[config.mk]
export PLATFORM = sky130hd
export DESIGN_NAME = pmem_loader
export DESIGN_NICKNAME = d
export VERILOG_FILES = /design/src/rtl/pmem_loader.sv
export SDC_FILE = /design/constraint.sdc
export NUM_CORES = 1
export LEC_CHECK = 0
export BUFFER_PORTS_ARGS = -buffer_cell sky130_fd_sc_hd__buf_2
export CORE_MARGIN = 2
export CORE_UTILIZATION = 32
export CTS_CLUSTER_DIAMETER = 50
export DETAILED_ROUTE_END_ITERATION = 8
export PLACE_DENSITY = 0.46
export SLEW_MARGIN = 10
export SYNTH_ARGS = -nofsm -noshare
export SYNTH_HDL_FRONTEND = slang
export SYNTH_SLANG_ARGS = --single-unit
[constraint.sdc]
create_clock -name clk -period 3.3 [get_ports clk]
set_input_delay 0.165 -clock clk [delete_from_list [all_inputs] [get_ports clk]]
set_output_delay 0.165 -clock clk [all_outputs]
set_load 0.03 [all_outputs]
[src/rtl/pmem_loader.sv]
`default_nettype none
// ============================================================================
// Module   : pmem_loader
// Brief    : Byte-stream program-memory loader. Frames a 16-bit word count
//            followed by little-endian data words, holding the core in reset
//            until the image is written. Optional trailing XOR checksum is
//            enabled by defining PMEM_LOADER_CHECKSUM_EN.
// Revision : 1.0
// ============================================================================
module pmem_loader #(
  parameter int          DEPTH_WORDS = 256,
  parameter logic [31:0] BASE_ADDR   = 32'h0000_0000
) (
  input  logic        clk,
  input  logic        reset,
  input  logic        start,
  input  logic        byte_valid,
  input  logic [7:0]  byte_data,
  output logic        byte_ready,
  output logic        wr_en,
  output logic [31:0] wr_addr,
  output logic [31:0] wr_data,
  output logic        core_reset,
  output logic        busy,
  output logic        error
);

  typedef enum logic [2:0] {
    IDLE   = 3'd0,
    LEN_LO = 3'd1,
    LEN_HI = 3'd2,
    DATA   = 3'd3,
    FLUSH  = 3'd4,
    RUN    = 3'd5,
    ERR    = 3'd6
`ifdef PMEM_LOADER_CHECKSUM_EN
    , CHECK = 3'd7
`endif
  } state_t;

  localparam logic [31:0] c_depth = 32'(DEPTH_WORDS);

  state_t      r_state;
  state_t      w_state_nxt;
  logic [15:0] r_len;
  logic [15:0] r_word_idx;
  logic [1:0]  r_byte_cnt;
  logic [23:0] r_word_lo;
  logic        w_rx_state;
  logic        w_accept;
  logic [15:0] w_len_full;
  logic        w_len_bad;
  logic        w_last_word;
`ifdef PMEM_LOADER_CHECKSUM_EN
  logic [7:0]  r_xor;
`endif

  always_comb begin
    w_rx_state = (r_state == LEN_LO) || (r_state == LEN_HI) || (r_state == DATA);
`ifdef PMEM_LOADER_CHECKSUM_EN
    w_rx_state = w_rx_state || (r_state == CHECK);
`endif
  end

  assign byte_ready  = w_rx_state && !start;
  assign w_accept    = byte_valid && byte_ready;
  assign w_len_full  = {byte_data, r_len[7:0]};
  assign w_len_bad   = (w_len_full == 16'd0) || ({16'd0, w_len_full} > c_depth);
  assign w_last_word = (r_word_idx == (r_len - 16'd1));

  assign busy       = w_rx_state || (r_state == FLUSH);
  assign core_reset = (r_state == RUN);
  assign error      = (r_state == ERR);

  always_ff @(posedge clk or negedge reset) begin
    if (!reset) r_state <= IDLE;
    else        r_state <= w_state_nxt;
  end

  always_comb begin
    w_state_nxt = r_state;
    if (start) begin
      w_state_nxt = LEN_LO;
    end else begin
      case (r_state)
        LEN_LO: if (w_accept) w_state_nxt = LEN_HI;
        LEN_HI: if (w_accept) w_state_nxt = w_len_bad ? ERR : DATA;
        DATA:   if (w_accept && (r_byte_cnt == 2'd3) && w_last_word) w_state_nxt = FLUSH;
`ifdef PMEM_LOADER_CHECKSUM_EN
        FLUSH:  w_state_nxt = CHECK;
        CHECK:  if (w_accept) w_state_nxt = (byte_data == r_xor) ? RUN : ERR;
`else
        FLUSH:  w_state_nxt = RUN;
`endif
        default: w_state_nxt = r_state;
      endcase
    end
  end

  // Bytes 0..2 of a word collect in r_word_lo; the write fires on byte 3.
  always_ff @(posedge clk or negedge reset) begin
    if (!reset) begin
      r_len      <= 16'd0;
      r_word_idx <= 16'd0;
      r_byte_cnt <= 2'd0;
      r_word_lo  <= 24'd0;
      wr_en      <= 1'b0;
      wr_addr    <= BASE_ADDR;
      wr_data    <= 32'd0;
`ifdef PMEM_LOADER_CHECKSUM_EN
      r_xor      <= 8'd0;
`endif
    end else begin
      wr_en <= 1'b0;
      if (start) begin
        r_len      <= 16'd0;
        r_word_idx <= 16'd0;
        r_byte_cnt <= 2'd0;
`ifdef PMEM_LOADER_CHECKSUM_EN
        r_xor      <= 8'd0;
`endif
      end else if (w_accept) begin
        case (r_state)
          LEN_LO: r_len[7:0]  <= byte_data;
          LEN_HI: r_len[15:8] <= byte_data;
          DATA: begin
            r_byte_cnt <= r_byte_cnt + 2'd1;
`ifdef PMEM_LOADER_CHECKSUM_EN
            r_xor      <= r_xor ^ byte_data;
`endif
            if (r_byte_cnt == 2'd3) begin
              wr_en      <= 1'b1;
              wr_addr    <= BASE_ADDR + {14'd0, r_word_idx, 2'b00};
              wr_data    <= {byte_data, r_word_lo};
              r_word_idx <= r_word_idx + 16'd1;
            end else begin
              r_word_lo  <= {byte_data, r_word_lo[23:8]};
            end
          end
          default: ;
        endcase
      end
    end
  end

endmodule
`default_nettype wire

==> flow_summary.yaml, run 1 <==
run_status:
  status: "finished, final reports clean"
route:
  final_antenna_net_count: 0
  finalWirelength_mm: 11.5
  vias: 3539
  wire_per_inst_um: 15.7
  drt-vias-per-instance: 4.81
  drtPass1Iterations: 4
  dr.first_iter.drc_count: 165
  post-route-drc-count: 0
worst_setup_path:
  crit_path_end: "r_state[1]"
  start_kind: "flop"
  cp_slowest_cell: "dfrtp_1"
  startpoint: "r_len[0]"
  crit_fanout: 10
  slowest_delay_ns: 0.44
  reg2regPathDepth: 9
  crit_chain: "inv_1 > ha_1 > nor3b_2 > nand4_1 > o32a_1 > a211oi_1 > nand4_1 > nor2_2 > nor3_1"
  critPathKind: "reg2reg"
  path_common_cell: "nand4_1"
  r2r_start: "r_len[0]"
  worstReg2RegEnd: "r_state[1]"
  end_kind: "flop"
  crit_required_ns: 3.50
  ff2ff_setup_slack_ns: 0.78
  arrival_ns: 2.72
clock_network:
  cts.sinks: 110
  cts_tree: "yes"
  insertion_delay_ns: 0.35
  clkTransAtPathRegs_ns: 0.07
  root_buffer: "clkbuf_16"
  cts_resized: 0
  cts_buffers: 9
  post_cts_buffers: 0
  clockBufferDepth: 2
  htreeDepth: 3
synth:
  syn_inst: 455
  ys_ff_latch: 110
  syn_area_um2: 5300
  ys.flop_type: "dfrtp_1"
  yosysSeqAreaShare_pct: 52.0
  synth_edf_count: 0
  ys_async_sr_fraction_pct: 100
  synth_warnings: 0
  synth_cell_type_count: 56
  syn_area_per_cell_um2: 11.6
placement:
  hpwl_mm: 7.90
  place.gp.congestion: 0.803
  numPortBuffers: 64
hold_path:
  hold_path_class: "in2reg"
  hp-start: "byte_data[2]"
grt:
  grtUsageMet3_pct: 3.45
  antenna_found_initial: 0
  met2_usage_pct: 21.2
  met1_usage_pct: 18.8
  grt_pass1_wl_mm: 19.2
  grt_overflow: 0
  grt.total_usage_pct: 13.7
  grt_pass1_vias: 3589
  grt_max_degree: 64
  grt_busiest_layer: "met2"
timing:
  period_share_pct: 76.3
  finalSetupViolations: 0
  tns_ns: 0
  hold_violations: 0
  max_slew_margin_pct: 27.2
  rsz0062_at_grt: "false"
  fin_skew_ns: 0.00737
  tightest_slew_ns: 1.09
  hold_ws_ns: 0.116
  fmax_ghz: 0.397
  fin_crit_ns: 2.52
  finalMaxSlewViolations: 0
job:
  cap_viol_max_count: 0
layout:
  drive_gt1_share_pct: 32.0
  area_growth_syn_to_layout_pct: 14.6
  antenna_cells: 0
  fillCellCount: 1643
  nNetsFinal: 527
  finish.utilization_pct: 37.0
floorplanning:
  ioPinCount: 81
  die_x_um: 133
  die-area_um2: 17600
  design.core.area_um2: 16400
  initial_utilization_pct: 32.3
  rows: 47
  die_h_um: 133
pwr:
  irDropWorstVdd_v: 0.000285
  power.density_nw_per_um2: 537
  p_leak_uw: 0.00285
[power by group]
part | internal, µW | total, µW | switching [µW] | leakage, µW
registers | 1510 | 1650 | 137 | 0.00149
logic | 267 | 563 | 296 | 0.00123
clock network | 539 | 1050 | 510 | 0.000137
[layout by cell type (no fill, tap or decap), drive strengths merged, types with 2 or more instances in the layout]
master,instances
a211oi,4
a21oi,15
a31oi,4
and2,2
and3,3
and3b,2
buf,71
clkbuf,10
clkinv,3
conb,16
dfrtp,110
ha,4
inv,8
mux2,72
mux2i,8
nand2,22
nand2b,7
nand3,9
nand4,8
nor2,32
nor2b,2
nor3,10
nor3b,3
nor4,6
nor4bb,2
o211ai,2
o21ai,16
o31ai,2
or3,9
or4,3
xnor2,23
xor2,11
[area by class of cell]
type	count	area, µm²	area share (%)
clock buffers	10	239	3.94
clock inverters	5	45.0	0.742
inverters	7	26.3	0.433
multi-input cells	311	2340	38.6
flip-flops and latches	110	2750	45.4
well taps	220	275	4.54
repair buffers	72	385	6.35
[Yosys cell counts (2+ instances only)]
library cell / number / area, µm²
and3b_1: 2 / 17.5
mux2_2: 67 / 754
nor4bb_1: 2 / 20.0
nor3_1: 9 / 45.0
nor2b_1: 2 / 12.5
nand4_1: 8 / 50.1
or4_1: 2 / 15.0
buf_4: 16 / 120
and2_1: 2 / 12.5
mux2_1: 5 / 56.3
nand2b_1: 7 / 43.8
or3_1: 9 / 56.3
o21ai_0: 16 / 80.1
nor2_1: 31 / 116
a21oi_1: 14 / 70.1
xor2_1: 11 / 96.3
nor3b_1: 2 / 15.0
nand3_1: 9 / 45.0
nor4_2: 4 / 50.1
buf_1: 4 / 15.0
buf_6: 2 / 22.5
inv_1: 7 / 26.3
xnor2_1: 23 / 201
o211ai_1: 2 / 15.0
nand2_1: 22 / 82.6
clkbuf_1: 14 / 52.6
buf_2: 6 / 30.0
and3_1: 3 / 18.8
a211oi_1: 4 / 30.0
a31oi_1: 4 / 25.0
dfrtp_1: 110 / 2750
o31ai_1: 2 / 15.0
mux2i_1: 8 / 80.1
ha_1: 4 / 50.1
[critical path, delay by kind of cell, from the launching register on]
| family | cells | cell delay (ns) |
|---|---|---|
| compound gates | 2 | 0.46 |
| simple gates | 5 | 0.98 |
| buf+inv | 1 | 0.13 |
| fa+ha+maj | 1 | 0.34 |
| flops | 1 | 0.44 |
[what timing repair did]
action | 4_1_cts | 5_1_grt
hold buffers | 1 | 0
endpoints found under the hold margin | 61 | 0
setup endpoints to repair | 0 | 0
[layer usage]
metal | part of all wire [%] | vias up
met5 | 0 | -
met4 | 1.7 | 0
met3 | 4.2 | 12
met2 | 46 | 76
met1 | 48 | 1765
li1 | - | 1686
[registers in the layout (all words and copies together) (netlist names)]
register	flops
r_word_lo	24
r_state	3
wr_addr	16
wr_en	1
wr_data	32
r_word_idx	16
r_len	16
r_byte_cnt	2
[per-stage QoR]
step / setup WS, ns / std cells / area (µm²) / total power, µW
2_1_floorplan: 1.12 / 470 / 5350 / 2100
3_3_place_gp: 0.913 / 719 / 5770 / 2230
3_5_place_dp: 0.806 / 719 / 5770 / 2240
4_1_cts: 0.771 / 735 / 6070 / 3300
5_1_grt: 0.527 / 735 / 6070 / 3440
6_report: 0.781 / 735 / 6070 / 3260
[logic make-up after synthesis]
| family | count (synthesis) | share of synthesized area, % |
|---|---|---|
| adder cells (fa/ha/maj) | 4 | 0.945 |
| AND/OR/NAND/NOR | 125 | 13.5 |
| buffers and inverters | 49 | 5.03 |
| other | 1 | 0.0708 |
| XOR/XNOR | 34 | 5.62 |
| multiplexers | 80 | 16.8 |
| flip-flops | 110 | 52.0 |
| AO/OA/AOI/OAI | 52 | 6.07 |
[worst min path at each step]
stage	endpoint	slack (ns)	cells after the start
5_1_grt	r_len[7]	0.14	3
4_1_cts	r_len[2]	0.11	3
2_1_floorplan	r_byte_cnt[0]	-0.13	0
3_5_place_dp	wr_addr[5]	0.33	1
6_report	r_len[2]	0.12	3
3_3_place_gp	wr_addr[5]	0.32	1
Note: power is estimated with default switching activity, not from simulation.
==> run 2: changes to the inputs <==
ABC_AREA = 1   (was not set)
clock period = 2.5 ns   (was 3.3 ns; I/O delays follow)
==> run 2 against run 1 <==
Global-route usage up 2.1 points. Cell count is 30% higher. Sequential share of layout area fell by 2.2 points. Hold slack got worse by 0.092 ns. Non-clock buffer count up 3. Sequential power increased by 33%. Core utilization rose by 1.2 points. Clock skew shrank 0.0014 ns. Maximum frequency rose by 16%. Critical endpoint is now r_state[2]. Largest cell class unchanged. Largest power group unchanged.
==> flow_summary.yaml, run 2 <==
run_status:
  status: "finished, final reports clean"
synth:
  syn_inst: 667
  yosys-top-cells-count: "198 x nand2_1, 110 x dfrtp_1, 78 x o21ai_0"
  ys_async_sr_fraction_pct: 100
  syn_area_um2: 5500
  ys_ff_latch: 110
  ys.flop_type: "dfrtp_1"
  synth_edf_count: 0
  synthTopCellsByArea: "dfrtp_1 50%, nand2_1 14%, o21ai_0 7.1%, inv_1 4.8%, nor2_1 3.3%"
  synth_top_area_share_pct: 50.1
  yosysSeqAreaShare_pct: 50.1
  synth_warnings: 0
  syn_area_per_cell_um2: 8.24
  synth_cell_type_count: 44
  yosysMostFrequentCell: "nand2_1"
  synth_largest_area_cell: "dfrtp_1"
worst_setup_path:
  path_common_cell: "nand2_1"
  arrival_ns: 2.41
  cp_slowest_cell: "dfrtp_1"
  crit_buf_inv: 1
  crit_chain: "inv_1 > ha_2 > nand2_1 > nor2_4 > nand2_1 > nand3_1 > nand2_1 > nor2_1 > nand2_1 > nor2_1 > nand3_1 > nand2_1 > nand3_1 > nand2_1 > nand2_1"
  end_kind: "flop"
  start_kind: "flop"
  slowest_delay_ns: 0.39
  crit_fanout: 6
  critPathTopFamily: "simple AND/OR/NAND/NOR gates"
  crit_required_ns: 2.75
  critPathKind: "reg2reg"
timing:
  rsz0062_at_grt: "false"
  finalSetupViolations: 0
  max_slew_margin_pct: 52.1
  tightest_slew_ns: 0.718
  fin_skew_ns: 0.00593
  tns_ns: 0
  finalMaxSlewViolations: 0
  period_share_pct: 86.6
  fmax_ghz: 0.462
  fin_crit_ns: 2.17
  hold_violations: 0
clock_network:
  root_buffer: "clkbuf_16"
  clockBufferDepth: 2
  cts_tree: "yes"
  insertion_delay_ns: 0.35
  clkTransAtPathRegs_ns: 0.08
  post_cts_buffers: 0
  cts.sinks: 110
  htreeDepth: 3
  cts_buffers: 9
floorplanning:
  ioPinCount: 81
  die_h_um: 135
  initial_utilization_pct: 32.9
  design.core.area_um2: 16700
  die_x_um: 135
  die-area_um2: 18200
  rows: 47
layout:
  largest-register: "wr_data"
  final_common_cell: "nand2_1"
  largest_reg_flops: 32
  area_growth_syn_to_layout_pct: 15.9
  antenna_cells: 0
  stdcell_count: 955
  drive_gt1_share_pct: 16.5
  design_area_um2: 6370
  largestRegisters: "wr_data: 32 flops, r_word_lo: 24 flops"
  nNetsFinal: 746
  final_cell_mix: "198 x nand2_1, 110 x dfrtp_1, 78 x o21ai_0"
pwr:
  p_leak_uw: 0.00328
  irDropWorstVdd_v: 0.000352
  power.density_nw_per_um2: 735
route:
  finalWirelength_mm: 13.3
  vias: 4347
  drt-vias-per-instance: 4.55
  final_antenna_net_count: 0
  post-route-drc-count: 0
  dr.first_iter.drc_count: 273
  drtPass1Iterations: 5
  wire_per_inst_um: 14.0
grt:
  grt.total_usage_pct: 15.8
  met1_usage_pct: 23.2
  grt_busiest_layer: "met2"
  antenna_found_initial: 0
  grt_max_degree: 91
  met2_usage_pct: 23.4
  grt_overflow: 0
  grt_pass1_vias: 4231
  grt_pass1_wl_mm: 22.5
  grtUsageMet3_pct: 2.74
hold_path:
  hold_path_class: "in2reg"
placement:
  hpwl_mm: 9.82
  placed_cells: 935
  numPortBuffers: 64
  place.gp.congestion: 0.848
  dpl_cell_area_um2: 6010
job:
  cap_viol_max_count: 0
run 2: worst paths after layout:
kind,from,to,slack (ns),depth (start not counted)
setup reg to reg,r_len[1],r_state[2],0.33,15
hold reg to reg,wr_addr[14],wr_addr[14],0.48,2
hold / removal,byte_data[7],r_word_lo[23],0.02,3
min in group asynchronous,reset,r_word_lo[23],0.35,2
setup / recovery,r_len[1],r_state[2],0.33,15
max in group asynchronous,reset,r_word_idx[8],1.34,3
run 2: timing repair:
item                                   4_1_cts  5_1_grt
endpoints found under the hold margin       56        0
setup endpoints to repair                    0        3
hold buffers                                 4        0
resized for setup                            0        2
run 2: cell type report:
class	instances	area, µm²
multi-input combinational	460	2310
clock buffer	10	239
inverter	74	280
sequential	110	2750
tap	220	275
clock inverter	6	78.8
fill	1774	10300
timing repair buffer	75	440
run 2: where the power goes:
group          switching (µW)  internal (µW)
registers                 166           2020
logic                     647            315
clock network             711            823
total                    1520           3160
run 2: layer usage:
metal,routed length (µm),part of all wire (%),vias up
li1,-,-,2217
met1,6820,51,2023
met2,5810,44,92
met3,526,3.9,15
met4,192,1.4,0
met5,0,0,-
run 2: worst register-to-register path, cell delays in order, from the launching register on:
cell     delay [ns]
dfrtp_1        0.39
inv_1          0.13
ha_2           0.25
nand2_1        0.12
nor2_4         0.21
nand2_1        0.08
nand3_1        0.08
nand2_1        0.06
nor2_1         0.08
nand2_1        0.06
nor2_1         0.09
nand3_1        0.10
nand2_1        0.14
nand3_1        0.13
nand2_1        0.10
nand2_1        0.05
run 2: logic make-up after synthesis:
logic type               share of synthesized area, %
AND/OR/NAND/NOR                                  26.3
buffers and inverters                            9.22
XOR/XNOR                                         2.55
adder cells (fa/ha/maj)                         0.911
flip-flops                                       50.1
other                                          0.0682
AO/OA/AOI/OAI                                    9.47
multiplexers                                     1.43
run 2: stage by stage:
stage,hold WS [ns],total power (µW),utilization [%],setup WS [ns]
5_1_grt,0.0278,5010,38.2,0.0594
3_3_place_gp,0.222,3160,36.0,0.371
2_1_floorplan,-0.171,2920,-,0.629
4_1_cts,0.00905,4760,38.1,0.205
6_report,0.0245,4680,38.2,0.335
3_5_place_dp,0.229,3190,36.0,0.253
